===== config.mk =====
export PLATFORM = sky130hd
export DESIGN_NAME = dunit_idex_dumper
export DESIGN_NICKNAME = d
export VERILOG_FILES = /design/src/rtl/dunit_idex_dumper.sv
export SDC_FILE = /design/constraint.sdc
export NUM_CORES = 1
export LEC_CHECK = 0
export BUFFER_PORTS_ARGS = -buffer_cell sky130_fd_sc_hd__buf_2
export CELL_PAD_IN_SITES_DETAIL_PLACEMENT = 1
export CELL_PAD_IN_SITES_GLOBAL_PLACEMENT = 2
export CORE_AREA = 10 10 164 166
export DETAILED_ROUTE_END_ITERATION = 10
export DIE_AREA = 0 0 174 176
export PLACE_DENSITY_LB_ADDON = 0.1
export SETUP_SLACK_MARGIN = 0.3
export SLEW_MARGIN = 20
export SYNTH_ARGS = -nofsm -noshare
export SYNTH_HDL_FRONTEND = slang
export SYNTH_SLANG_ARGS = --single-unit

===== constraint.sdc =====
create_clock -name i_clk -period 3.9 [get_ports i_clk]
set_input_delay 0.78 -clock i_clk [delete_from_list [all_inputs] [get_ports i_clk]]
set_output_delay 0.78 -clock i_clk [all_outputs]
set_load 0.02 [all_outputs]

===== src/rtl/dunit_idex_dumper.sv =====
// Debug-unit reader for the ID/EX latch: snapshots the latch outputs while halted
// and streams them as a 20-byte frame (header + 19 data bytes) over a valid/ready byte port.
module dunit_idex_dumper #(
    parameter int          NB_REG  = 32,
    parameter int          NB_CTRL = 18,
    parameter int          NB_BYTE = 8,
    parameter logic [7:0]  HEADER  = 8'hA5
) (
    input  logic               i_clk,
    input  logic               i_reset,
    input  logic               i_start,
    input  logic [NB_REG-1:0]  i_pc_eight,
    input  logic [NB_REG-1:0]  i_rs_data,
    input  logic [NB_REG-1:0]  i_rt_data,
    input  logic [NB_REG-1:0]  i_sign_extension,
    input  logic [NB_CTRL-1:0] i_control_unit,
    output logic [NB_BYTE-1:0] o_tx_data,
    output logic               o_tx_valid,
    input  logic               i_tx_ready,
    output logic               o_busy,
    output logic               o_done
);

    localparam int         NB_CTRL_PAD = 24;
    localparam int         NB_SNAP     = NB_BYTE + 4 * NB_REG + NB_CTRL_PAD;
    localparam logic [4:0] LAST_BYTE   = 5'd19;

    typedef enum logic [1:0] {
        IDLE = 2'd0,
        SEND = 2'd1,
        DONE = 2'd2
    } state_t;

    state_t             state, state_next;
    logic [NB_SNAP-1:0] snap, snap_next;
    logic [4:0]         cnt, cnt_next;
    logic               valid_next, busy_next, done_next;
    logic               xfer;

    // The snapshot holds the whole frame with the header on top; the byte on the
    // wire is always the top byte, and each accepted byte shifts the next one up.
    assign o_tx_data = snap[NB_SNAP-1 -: NB_BYTE];
    assign xfer      = o_tx_valid && i_tx_ready;

    always_ff @(posedge i_clk) begin
        if (i_reset) begin
            state      <= IDLE;
            snap       <= '0;
            cnt        <= '0;
            o_tx_valid <= 1'b0;
            o_busy     <= 1'b0;
            o_done     <= 1'b0;
        end else begin
            state      <= state_next;
            snap       <= snap_next;
            cnt        <= cnt_next;
            o_tx_valid <= valid_next;
            o_busy     <= busy_next;
            o_done     <= done_next;
        end
    end

    always_comb begin
        state_next = state;
        snap_next  = snap;
        cnt_next   = cnt;
        valid_next = o_tx_valid;
        busy_next  = o_busy;
        done_next  = 1'b0;
        case (state)
            IDLE: begin
                if (i_start) begin
                    snap_next  = {HEADER[NB_BYTE-1:0], i_pc_eight, i_rs_data, i_rt_data,
                                  i_sign_extension, NB_CTRL_PAD'(i_control_unit)};
                    cnt_next   = '0;
                    valid_next = 1'b1;
                    busy_next  = 1'b1;
                    state_next = SEND;
                end
            end
            SEND: begin
                if (xfer) begin
                    snap_next = snap << NB_BYTE;
                    if (cnt == LAST_BYTE) begin
                        cnt_next   = '0;
                        valid_next = 1'b0;
                        busy_next  = 1'b0;
                        done_next  = 1'b1;
                        state_next = DONE;
                    end else begin
                        cnt_next = cnt + 5'd1;
                    end
                end
            end
            DONE: begin
                state_next = IDLE;
            end
            default: begin
                state_next = IDLE;
                valid_next = 1'b0;
                busy_next  = 1'b0;
            end
        endcase
    end

endmodule


==> summary.md <==
| Metric | Value |
|---|---|
| #FFs+latches synth | between 150 and 200 |
| Worst Path Arrival | approximately 2.7 ns |
| Share of the synthesized area in the top cell type | a little over two fifths |
| Routability cong. | 0.712 |
| Area leader, netlist | dfxtp_1 |
| H-tree depth | 4 |
| Synth area leaders | dfxtp_1 (42%), a311oi_2 (16%), nand2_1 (14%) |
| Setup TNS | 0 ns |
| Clock latency on the worst-skew pair | between 0.4 and 0.5 ns |
| CP Capture Type | flip-flop |
| Max-cap violation count | 0 |
| Final core occ | between 30% and 40% |
| Ports | between 150 and 200 |
| Vias after detailed routing | 7097 |
| First-pass GRT wire length | 40.8 mm |
| Vias in the first global route | ~7600 |
| WP data required | roughly 4.2 ns |
| Initial DRC Count | between 400 and 500 |
| Synthesized cell area | about 0.0081 mm² |
| DRT Pass-1 Iters | 4 |
| Post-CTS Setup Repair Bufs | 0 |
| CTS clk-pin slew, worst paths | roughly 0.06 ns |
| Top-count cell post-synth | nand2_1 |
| P_int | 3.13 mW |
| Die W | between 150 and 200 µm |
| Post-route DRC | 0 |
| Post-DR wirelength/cell | around 19 µm |
| Run status | complete, no violations |
| Tot Pwr | ~4.4 mW |
| Synth Warn # | 0 |
| Max Freq | 418 MHz |
| Initial antenna violation count | 1 |
| PortBufs | 160 |
| P per Cell Area | 471 mW/mm² |
| CP Class | in -> reg |
| Routed wl met2 | roughly 12 mm |
| Cell count after synthesis | 940 |
| HPWL Detailed | 15.8 mm |
| Final hold slack | 0.463 ns |
| Worst Skew | slightly above 0.008 ns |
| TritonCTS clock tree | built |
| CORE AREA | 0.0238 mm² |
| Clock buffer count from CTS | 17 |
| Gr usage total | between 10% and 20% |
| RSZ-0062 raised after global routing | no |
| Fin. Hold Viols | 0 |
| Combinational power share | around 18% |
| Vias per inst | between 5 and 6 |
| Maximum vdd drop | 207 µV |
| DIE AREA | 0.0306 mm² |
| Root buffer cell | clkbuf_16 |
| Synthesized area per cell | just under 9 µm² |
| Async S/R FF share, synth | 0% |
| Layout area overhead | 15.4% |
| Wl on met1 | approximately 12 mm |
| Synth top cells by count | nand2_1 (296), dfxtp_1 (169), nor3_1 (149) |
| Syn nets | between 1000 and 1500 |
| Cell leakage power | 3.39 nW |
| Starting Density | between 30% and 40% |
| Worst slew margin | 43.1% |
| Die H | approximately 180 µm |
| GRT overflow | 0 |
| Hold/Removal Path Class | reg -> reg |
| Largest net degree at the start of global routing | roughly 150 |
| CP startpoint kind | input port |
| Placed Instances | 1324 |
| Switching power | ~1.3 mW |
| Flop pwr share | 45.0% |
| EDFF count, synth | 0 |
| Total Wirelength | approximately 25 mm |
| Tightest Pin Transition | between 0.8 and 0.9 ns |
| DR WL met3 | around 960 µm |
| Synth Flop Type | dfxtp_1 |
| Sw Share | 29.1% |
| Ratio of cells with drive above 1 in the final layout | 28.5% |
| Final #Nets | ~1200 |
| PostCTS Resize Cnt | 0 |
| CTS Sinks | between 150 and 200 |
| Remaining antenna violation count after routing | 0 |
| Critical Path Fanout Max | a little over 70 |
| Slew Limit Fails | 0 |
| Number of cell rows | 57 |
| Final worst path period need | roughly 2.4 ns |
| Sequential fraction of the synthesis area | 41.6% |
| Non-Filler Instances | 1356 |
| Yosys cell types | 32 |
| Final setup viols | 0 |
| Highest metal used | met4 |
| Hold Buf Count CTS | 0 |
| Maximum buffer depth of the clock tree | 2 |
| Clk pwr share | between 30% and 40% |
| Tcrit/Tclk final | about 61% |
==> cells by family after synthesis <==
logic type	after synthesis	share of synthesized area, %
compound gates	167	23.6
xor+xnor	1	0.108
fa+ha+maj	1	0.154
buf+inv	118	8.85
simple gates	484	25.6
flops	169	41.6
==> final cells by class <==
class | count | area [µm²]
fill | 2882 | 14400
multi-input combinational | 653 | 4060
clock buffer | 24 | 482
antenna | 1 | 2.50
sequential | 169 | 3380
clock inverter | 7 | 68.8
timing repair buffer | 175 | 960
inverter | 3 | 11.3
tap | 324 | 405
==> critical path, cell delays in order <==
cell and delay (ns):
buf_2 0.11, or3b_1 0.34, buf_4 0.24, nand2_8 0.52, buf_4 0.47, a311oi_1 0.17
==> registers in the layout, summed over array words and instances (netlist names) <==
signal  count
snap      160
cnt         5
state       2
o_busy      1
o_done      1
==> placed cells by master (no fill, tap or decap), types with 4 or more instances in the layout <==
cell type | synthesis | routed
nand2_1 | 296 | 296
dfxtp_1 | 169 | 169
buf_2 | 59 | 159
nor3_1 | 149 | 149
a311oi_2 | 87 | 87
a311oi_1 | 52 | 52
a21oi_1 | 22 | 22
nand3_1 | 21 | 21
clkbuf_16 | 0 | 17
buf_4 | 16 | 12
nor2_1 | 5 | 5
clkbuf_8 | 0 | 4
clkbuf_1 | 25 | 4
==> stage by stage <==
stage | setup slack, ns | area [µm²]
3_5_place_dp | 1.07 | 8820
5_1_grt | 1.39 | 9370
6_report | 1.51 | 9370
3_3_place_gp | 1.09 | 8820
2_1_floorplan | 2.03 | 8130
4_1_cts | 1.52 | 9370
==> final timing paths <==
path	slack (ns)	end	cells after the start	from
worst min-delay path	0.46	snap[153]$_SDFFE_PP0P_	2	snap[145]$_SDFFE_PP0P_
worst max register to register	1.54	snap[143]$_SDFFE_PP0P_	5	state[1]$_SDFFE_PP0P_
worst max-delay path	1.51	snap[143]$_SDFFE_PP0P_	6	i_start
worst min register to register	0.46	snap[153]$_SDFFE_PP0P_	2	snap[145]$_SDFFE_PP0P_
==> power by group through the flow <==
stage | logic (mW) | clock network, mW | registers, mW
finish | 0.809 | 1.62 | 1.99
detailed placement | 0.822 | 0 | 2.02
global route | 0.901 | 1.75 | 2.01
floorplan | 0.650 | 0 | 1.99
CTS | 0.825 | 1.68 | 1.99
global placement | 0.809 | 0 | 2.02
==> routing by layer <==
metal	up-vias	GRT usage [%]
li1	3537	-
met1	3420	21.4
met2	127	26.2
met3	13	3.57
met4	0	4.10
met5	-	0
Note: power is estimated with default switching activity, not from simulation.
